[config.mk]
export PLATFORM = sky130hd
export DESIGN_NAME = regfile_scoreboard
export DESIGN_NICKNAME = d
export VERILOG_FILES = /design/src/rtl/regfile_pkg.sv /design/src/rtl/regfile_scoreboard_pend_counter.sv /design/src/rtl/regfile_scoreboard.sv
export SDC_FILE = /design/constraint.sdc
export NUM_CORES = 2
export LEC_CHECK = 0
export CORE_AREA = 4 4 329 331
export CTS_CLUSTER_SIZE = 14
export DETAILED_ROUTE_END_ITERATION = 7
export DIE_AREA = 0 0 333 335
export PLACE_DENSITY = 0.83
export SYNTH_ARGS = -nofsm -noshare
export SYNTH_HDL_FRONTEND = slang
export SYNTH_HIERARCHICAL = 1
export SYNTH_SLANG_ARGS = --single-unit
[constraint.sdc]
create_clock -name Clk -period 2.9 [get_ports Clk]
set_input_delay 0.435 -clock Clk [delete_from_list [all_inputs] [get_ports Clk]]
set_output_delay 0.435 -clock Clk [all_outputs]
set_load 0.02 [all_outputs]
[src/rtl/regfile_pkg.sv]
// Shared defaults and pending-count type for the register file scoreboard.
package regfile_pkg;

    localparam int DEF_DATA_W   = 32;
    localparam int DEF_NUM_REGS = 32;
    localparam int DEF_NUM_RD   = 2;
    localparam int DEF_CNT_MAX  = 3;
    localparam int DEF_CNT_W    = $clog2(DEF_CNT_MAX + 1);

    // Pending-write count at the default tracking depth.
    typedef logic [DEF_CNT_W-1:0] pend_cnt_t;

endpackage

[src/rtl/regfile_scoreboard_pend_counter.sv]
// Per-register saturating up/down counter of in-flight writes.
module pend_counter
    import regfile_pkg::*;
#(
    parameter int CNT_MAX = DEF_CNT_MAX,
    parameter int CW      = $clog2(CNT_MAX + 1)
) (
    input  logic          Clk,
    input  logic          Reset,
    input  logic          inc,
    input  logic          dec,
    input  logic          clr,
    output logic [CW-1:0] count,
    output logic          full,
    output logic          nonzero
);

    localparam logic [CW-1:0] MAX_V = CW'(CNT_MAX);

    // A simultaneous inc and dec cancel; clear wins over both.
    always_ff @(posedge Clk or negedge Reset) begin
        if (!Reset)
            count <= '0;
        else if (clr)
            count <= '0;
        else if (inc && !dec && count != MAX_V)
            count <= count + 1'b1;
        else if (dec && !inc && count != '0)
            count <= count - 1'b1;
    end

    assign full    = (count == MAX_V);
    assign nonzero = (count != '0);

endmodule

[src/rtl/regfile_scoreboard.sv]
// Register file with per-register pending-write scoreboard and decode stall.
// Define REGFILE_BYPASS_EN to forward same-cycle writeback data to the read ports.
module regfile_scoreboard
    import regfile_pkg::*;
#(
    parameter int DATA_W   = DEF_DATA_W,
    parameter int NUM_REGS = DEF_NUM_REGS,
    parameter int NUM_RD   = DEF_NUM_RD,
    parameter int CNT_MAX  = DEF_CNT_MAX,
    parameter int AW       = $clog2(NUM_REGS)
) (
    input  logic                     Clk,
    input  logic                     Reset,
    input  logic [NUM_RD*AW-1:0]     rd_addr,
    input  logic [NUM_RD-1:0]        rd_req,
    output logic [NUM_RD*DATA_W-1:0] rd_data,
    output logic [NUM_RD-1:0]        rd_busy,
    output logic                     stall,
    input  logic                     iss_en,
    input  logic [AW-1:0]            iss_addr,
    output logic                     iss_full,
    input  logic                     wr_en,
    input  logic [AW-1:0]            wr_addr,
    input  logic [DATA_W-1:0]        wr_data,
    input  logic                     flush
);

    localparam int CW = $clog2(CNT_MAX + 1);
    localparam logic [AW:0] REG_LIMIT = (AW+1)'(NUM_REGS);

`ifdef REGFILE_BYPASS_EN
    localparam bit BYPASS = 1'b1;
`else
    localparam bit BYPASS = 1'b0;
`endif

    // Register 0 and anything past the last register are never stored or tracked.
    function automatic logic addr_ok(input logic [AW-1:0] a);
        return ({1'b0, a} < REG_LIMIT) && (a != '0);
    endfunction

    logic [DATA_W-1:0]   regs [NUM_REGS];
    logic [CW-1:0]       cnt  [NUM_REGS];
    logic [NUM_REGS-1:0] full_vec;
    logic [NUM_REGS-1:0] nz_vec;
    logic                wr_ok;
    logic                iss_hit_full;
    logic                iss_acc;

    assign wr_ok        = wr_en && addr_ok(wr_addr);
    assign iss_hit_full = addr_ok(iss_addr) && full_vec[iss_addr];
    assign iss_acc      = iss_en && addr_ok(iss_addr) && !iss_hit_full;
    assign iss_full     = Reset && iss_hit_full;

    // Data writes proceed even while the scoreboard is being flushed.
    always_ff @(posedge Clk or negedge Reset) begin
        if (!Reset) begin
            for (int r = 0; r < NUM_REGS; r++)
                regs[r] <= '0;
        end else if (wr_ok) begin
            regs[wr_addr] <= wr_data;
        end
    end

    for (genvar r = 0; r < NUM_REGS; r++) begin : g_pend
        if (r == 0) begin : g_zero
            assign cnt[r]      = '0;
            assign full_vec[r] = 1'b0;
            assign nz_vec[r]   = 1'b0;
        end else begin : g_cnt
            pend_counter #(.CNT_MAX(CNT_MAX), .CW(CW)) u_cnt (
                .Clk     (Clk),
                .Reset   (Reset),
                .inc     (iss_acc && (iss_addr == AW'(r))),
                .dec     (wr_ok && (wr_addr == AW'(r))),
                .clr     (flush),
                .count   (cnt[r]),
                .full    (full_vec[r]),
                .nonzero (nz_vec[r])
            );
        end
    end

    // A forwarded write that retires the last pending entry clears busy early.
    for (genvar i = 0; i < NUM_RD; i++) begin : g_rd
        logic [AW-1:0] a;
        logic          ok;
        logic          fwd;
        logic          drain;

        assign a     = rd_addr[i*AW +: AW];
        assign ok    = Reset && addr_ok(a);
        assign fwd   = BYPASS && wr_ok && (wr_addr == a);
        assign drain = fwd && (cnt[a] == CW'(1)) && !(iss_acc && (iss_addr == a));

        assign rd_data[i*DATA_W +: DATA_W] = !ok ? '0 : (fwd ? wr_data : regs[a]);
        assign rd_busy[i]                  = ok && nz_vec[a] && !drain;
    end

    assign stall = |(rd_req & rd_busy);

endmodule

=== Yosys cells after proc, flatten, opt, wreduce, memory -nomap -nowiden ===
Cells that the tools add are included.

* Register bits after elaboration: 1086
* Output and inout port bits: 68

* Add/sub/neg operators: 62
* Order comparisons: 7
* Equal/unequal tests: 124
* Mux-type cells: 110
* Bitwise gates (word level): 4
* Reduce and logical (&&, ||, !) cells: 326

{| class="wikitable"
|+ Operators by type and width
! cell !! number
|-
| bitwise mux 1024 bit || 1
|-
| binary-select mux 32 bit (select 5 bit) || 2
|-
| 2-to-1 mux 32 bit || 7
|-
| logical AND 1 bit || 196
|-
| 2-to-1 mux 2 bit || 93
|-
| demux 32 bit (select 5 bit) || 1
|-
| == test 5 bit, second input constant || 32
|-
| nonzero test 3 bit || 31
|-
| == test 5 x 4 -> 1 bit, second input constant || 16
|-
| zero test 1 bit || 63
|-
| adder 2 x 1 -> 2 bit, second input constant || 31
|-
| == test 2 bit, second input constant || 31
|-
| inequality test 2 bit, second input constant || 31
|-
| nonzero test 2 bit || 31
|-
| subtractor 2 x 1 -> 2 bit, second input constant || 31
|-
| == test 5 x 3 -> 1 bit, second input constant || 8
|-
| == test 5 x 2 -> 1 bit, second input constant || 4
|-
| nonzero test 5 bit || 4
|-
| >= comparator 6 bit, second input constant || 3
|-
| < comparator 5 x 6 -> 1 bit, second input constant || 3
|-
| NOT 5 -> 6 bit || 3
|-
| binary-select mux 1 bit (select 5 bit) || 3
|-
| == test 5 x 1 -> 1 bit, second input constant || 2
|-
| < comparator 6 x 1 -> 1 bit, second input constant || 1
|-
| 3 further kinds || 5
|}

=== Logic depth before layout (Yosys ltp) ===
* Depth after elaboration: 13
* Depth in mapped cells: 9
* Mapped depth without buffers: 9

=== Hierarchy ===
The synthesis kept the hierarchy.

{| class="wikitable"
|+ By module, submodules not included
! module !! instances !! cells each !! area each (um2)
|-
| regfile_scoreboard || 1 || 4022 || 55559.5
|-
| pend_counter at g_pend[10].g_cnt.u_cnt ... || 30 || 14 || 133.9
|-
| pend_counter at g_pend[1].g_cnt.u_cnt || 1 || 15 || 131.4
|}

=== Least setup slack after synthesis ===
Ideal clock, no wire load.

* Kind: input to output
* From: in rd_addr[0]
* To: out stall
* Data arrival time: 2.549 ns
* Path slack: -0.084 ns
* Stages: 7
* Path buffers: 4
* Cells stage by stage: clkbuf_1 buf_2 buf_2 buf_2 a21oi_1 nor4b_1 a22o_1

* Word-level cells in the longest chain between the ends: 5

{| class="wikitable"
|+ RTL lines
! element !! RTL line !! source
|-
| start, declared || regfile_scoreboard.sv:14 || <nowiki>input logic [NUM_RD*AW-1:0] rd_addr,</nowiki>
|-
| binary-select mux 1 bit (select 5 bit) or nonzero test 5 bit (tied branches) || regfile_scoreboard.sv:97, regfile_scoreboard.sv:39 ||
|-
| 2-to-1 mux 1 bit (implied by the code) or logical AND 1 bit (tied branches) || regfile_scoreboard.sv:97, regfile_scoreboard.sv:92 ||
|-
| logical AND 1 bit (*) || regfile_scoreboard.sv:97 || <nowiki>assign rd_busy[i] = ok && nz_vec[a] && !drain;</nowiki>
|-
| named net rd_busy[0] || regfile_scoreboard.sv:17 || <nowiki>output logic [NUM_RD-1:0] rd_busy,</nowiki>
|-
| AND 2 bit (*) || regfile_scoreboard.sv:100 || <nowiki>assign stall = |(rd_req & rd_busy);</nowiki>
|-
| OR reduction 2 bit (*) || regfile_scoreboard.sv:100 ||
|-
| end, declared || regfile_scoreboard.sv:18 || <nowiki>output logic stall,</nowiki>
|}

Mark *: on every way through the listed nets, which the timed path passes. The rest lies on a longest branch. The select of a mux whose other input is x is not followed.

=== Final worst setup path ===
* From: reg g_pend[9].g_cnt.u_cnt.count[0]
* To: out stall

* Word-level cells in the longest chain between the ends: 6

{| class="wikitable"
|+ RTL lines
! element !! RTL line !! source
|-
| start, declared || regfile_scoreboard_pend_counter.sv:13 || <nowiki>output logic [CW-1:0] count,</nowiki>
|-
| start signal, assigned || regfile_scoreboard_pend_counter.sv:27 || <nowiki>count <= count + 1'b1;</nowiki>
|-
| start signal, assigned || regfile_scoreboard_pend_counter.sv:29 || <nowiki>count <= count - 1'b1;</nowiki>
|-
| nonzero test 2 bit (*) || regfile_scoreboard_pend_counter.sv:33 || <nowiki>assign nonzero = (count != '0);</nowiki>
|-
| named net nz_vec[9] || regfile_scoreboard.sv:45 || <nowiki>logic [NUM_REGS-1:0] nz_vec;</nowiki>
|-
| binary-select mux 1 bit (select 5 bit) || regfile_scoreboard.sv:97 ||
|-
| 2-to-1 mux 1 bit (implied by the code) || regfile_scoreboard.sv:97 ||
|-
| logical AND 1 bit || regfile_scoreboard.sv:97 ||
|-
| AND 2 bit (*) || regfile_scoreboard.sv:100 ||
|-
| OR reduction 2 bit (*) || regfile_scoreboard.sv:100 ||
|}

Marks and branches as above.

==> run metrics <==
Worst-Margin Slew=1.13 ns; gr ovfl total=0; Final Non-Filler Cells=6,310; Die Wd=333 µm; Core Footprint=105,000 µm²; Static Leak=31.9 nW; WL final=approximately 200,000 µm; DP HPWL=123,000 µm; Final nets=between 4,000 and 5,000; Final Power=45.8 mW; Area Overhead vs Synth=20.6%; Synth top area share=45.5%; std cell rows=119; Port Buf Inserts=126; final worst setup slack=-0.492 ns; vias in the first global route=46,953; number of synthesized flops with an enable pin=0; Final Hold Vio Count=0; Setup crit end kind=output pin; Placed Area=66,100 µm²; Hold WC Path Type=in -> async; total die area=between 100,000 and 150,000 µm²; Avg WL per Cell=around 32 µm; fmax=roughly 300 MHz; initial antenna violation count=11; Slew Viols, Final=0; Synth top cells by count=1,086 x dfrtp_1, 932 x mux2_2, 434 x mux4_2; proportion of layout cells with a drive suffix above 1=51.1%; Post-Synthesis Cells=roughly 4,500; wire length of the first global-routing pass=293,000 µm; IO Pins=127; clk buf depth=3; die height=335 µm; DRT Pass-1 Iters=6; r2r worst-path depth=11; Final Cycle Share=117%; total number of vias=45,698; failing checks=negative setup slack; unrepaired setup endpoints after global routing=true; Crit Path Class=reg -> out; TritonCTS clock tree=yes; largest net degree at the start of global routing=85; Synth Register Bits=1,086; Req. time, crit path=around 2.5 ns; Synth Cell Area=59,700 µm²; fraction of registers with async set or reset after synthesis=100%; Area contributors post-synth=dfrtp_1 46%, mux2_2 18%, mux4_2 16%, mux2i_1 5.0%, nand2_1 2.2%; endpoints failing setup=25; GPL Wtd Cong=slightly above 0.9; clk_lat worst skew=between 0.7 and 0.8 ns; syn avg cell area=13.4 µm²; syn nets=4,516; final worst path period need=about 3.4 ns; via/cell ratio=7.24; cell taking the most area after synthesis=dfrtp_1; Post-synth top flop=dfrtp_1; final instance area=slightly above 70,000 µm²; clock-pin slew on the worst setup and hold paths=0.07 ns; count of cell types in the netlist=48; initial core utilization=56.8%; count leader, synth=dfrtp_1; DRT iter0 DRCs=5,891; Filler Cells Inserted=between 6,000 and 7,000; pwr dens=roughly 640 nW/µm²; gr usage total=about a third; Max-Cap Viols=0; placed insts=6,014; reg2reg setup slack=-0.06 ns; ANT nets after route=0; proportion of synthesized chip area in sequential cells=45.5%; Root Driver=clkbuf_16; status=finished with violations; Num CTS Buffers=109; Num Clock Sinks=1,086; Yosys Warn Count=6; Slew HR=24.2%; startpoint types=flop; Crit Path Max Fanout=2; Worst VDD drop=0.605 mV; CTS H-tree lvls=3; DRC=0; Critical Path AT=2.96 ns; clock skew=0.0290 ns
[layout make-up]
type                    count  area, µm²  area share [%]
multi-input cells        2899      31600            43.9
inverters                  26        108           0.149
repair buffers            696       7350            10.2
clock inverters            49        712           0.989
flip-flops and latches   1086      27200            37.7
well taps                1391       1740            2.42
diodes                      8       20.0          0.0278
clock buffers             155       3260            4.52
[state kept, by name (all words and copies together), names as in the netlist]
signal	flops
g_pend.g_cnt.u_cnt/count	62
regs	1024
[path summary, 6_finish.rpt]
path	end	start
worst max-delay path	stall	g_pend[9].g_cnt.u_cnt/count[0]
worst min-delay path	g_pend[24].g_cnt.u_cnt/count[0]	Reset
worst max register to register	g_pend[30].g_cnt.u_cnt/count[0]	g_pend[31].g_cnt.u_cnt/count[0]
worst min register to register	regs[1016]	regs[1016]
max in group asynchronous	regs[555]	Reset
min in group Clk	g_pend[31].g_cnt.u_cnt/count[1]	flush
[cells by family after synthesis]
family          Yosys count  share of synthesized area (%)
mux                    1667                           39.1
flops                  1086                           45.5
simple gates            744                           6.15
compound gates          487                           5.90
buf+inv                 472                           3.29
xor+xnor                  1                         0.0147
[layout by cell type, fill, tap and decap left out, types with 16 or more instances in the layout]
cell type,instances
nor2_4,16
bufinv_16,17
clkinv_2,22
buf_6,49
or3_1,36
buf_12,119
nand2_1,326
and2_1,24
a221oi_2,30
o21ai_2,36
clkbuf_8,28
dfrtp_1,1085
or2b_2,27
and2b_1,30
a21oi_2,16
buf_4,432
o21ai_0,31
o31ai_1,24
clkdlybuf4s50_1,47
nand2b_1,37
nand3b_1,34
a21oi_1,112
mux4_2,438
o221ai_1,91
or2_4,21
inv_1,17
mux2i_1,294
o22ai_1,63
o221ai_2,35
clkbuf_16,117
nand2_2,16
nor2_1,87
mux2_2,930
or2_2,17
[metal layers]
layer / vias to the layer above / global-route usage (%) / part of all wire, %
li1: 17609 / - / -
met1: 23139 / 43.1 / 34
met2: 3777 / 52.4 / 45
met3: 1165 / 9.95 / 13
met4: 8 / 24.1 / 8.6
met5: - / 0 / 0.029
[metrics by stage]
step           hold slack, ns  TNS [ns]  setup slack [ns]  util [%]
5_1_grt                0.0689     -4.14            -0.537      68.5
4_1_cts                 0.238     -6.14            -0.503      67.4
3_3_place_gp            0.380    -39.32            -0.675      62.9
3_5_place_dp            0.386    -42.88            -0.741      62.9
6_report               0.0919     -3.09            -0.492      68.5
2_1_floorplan           0.139         0            0.0634         -
[critical path: stages (launching register included)]
cell	delay (ns)
dfrtp_1	0.39
or2_4	0.27
mux4_2	0.46
mux2_4	0.28
or3_1	0.31
nor4b_4	0.16
a22o_1	0.24
buf_6	0.13
[where the power goes]
group | switching, mW | internal [mW] | leakage, nW
Sequential | 2.31 | 17.8 | 14.0
Combinational | 4.32 | 5.62 | 15.9
Clock | 6.36 | 9.32 | 1.95
[timing repair]
action	in CTS	in global routing
buffers inserted	31	58
gates resized for setup	437	155
hold buffers	1	0
gates cloned	1	4
hold endpoints to repair	169	0
pin swaps	10	22
endpoints found under the setup margin	71	77
Note: power is estimated with default switching activity, not from simulation.
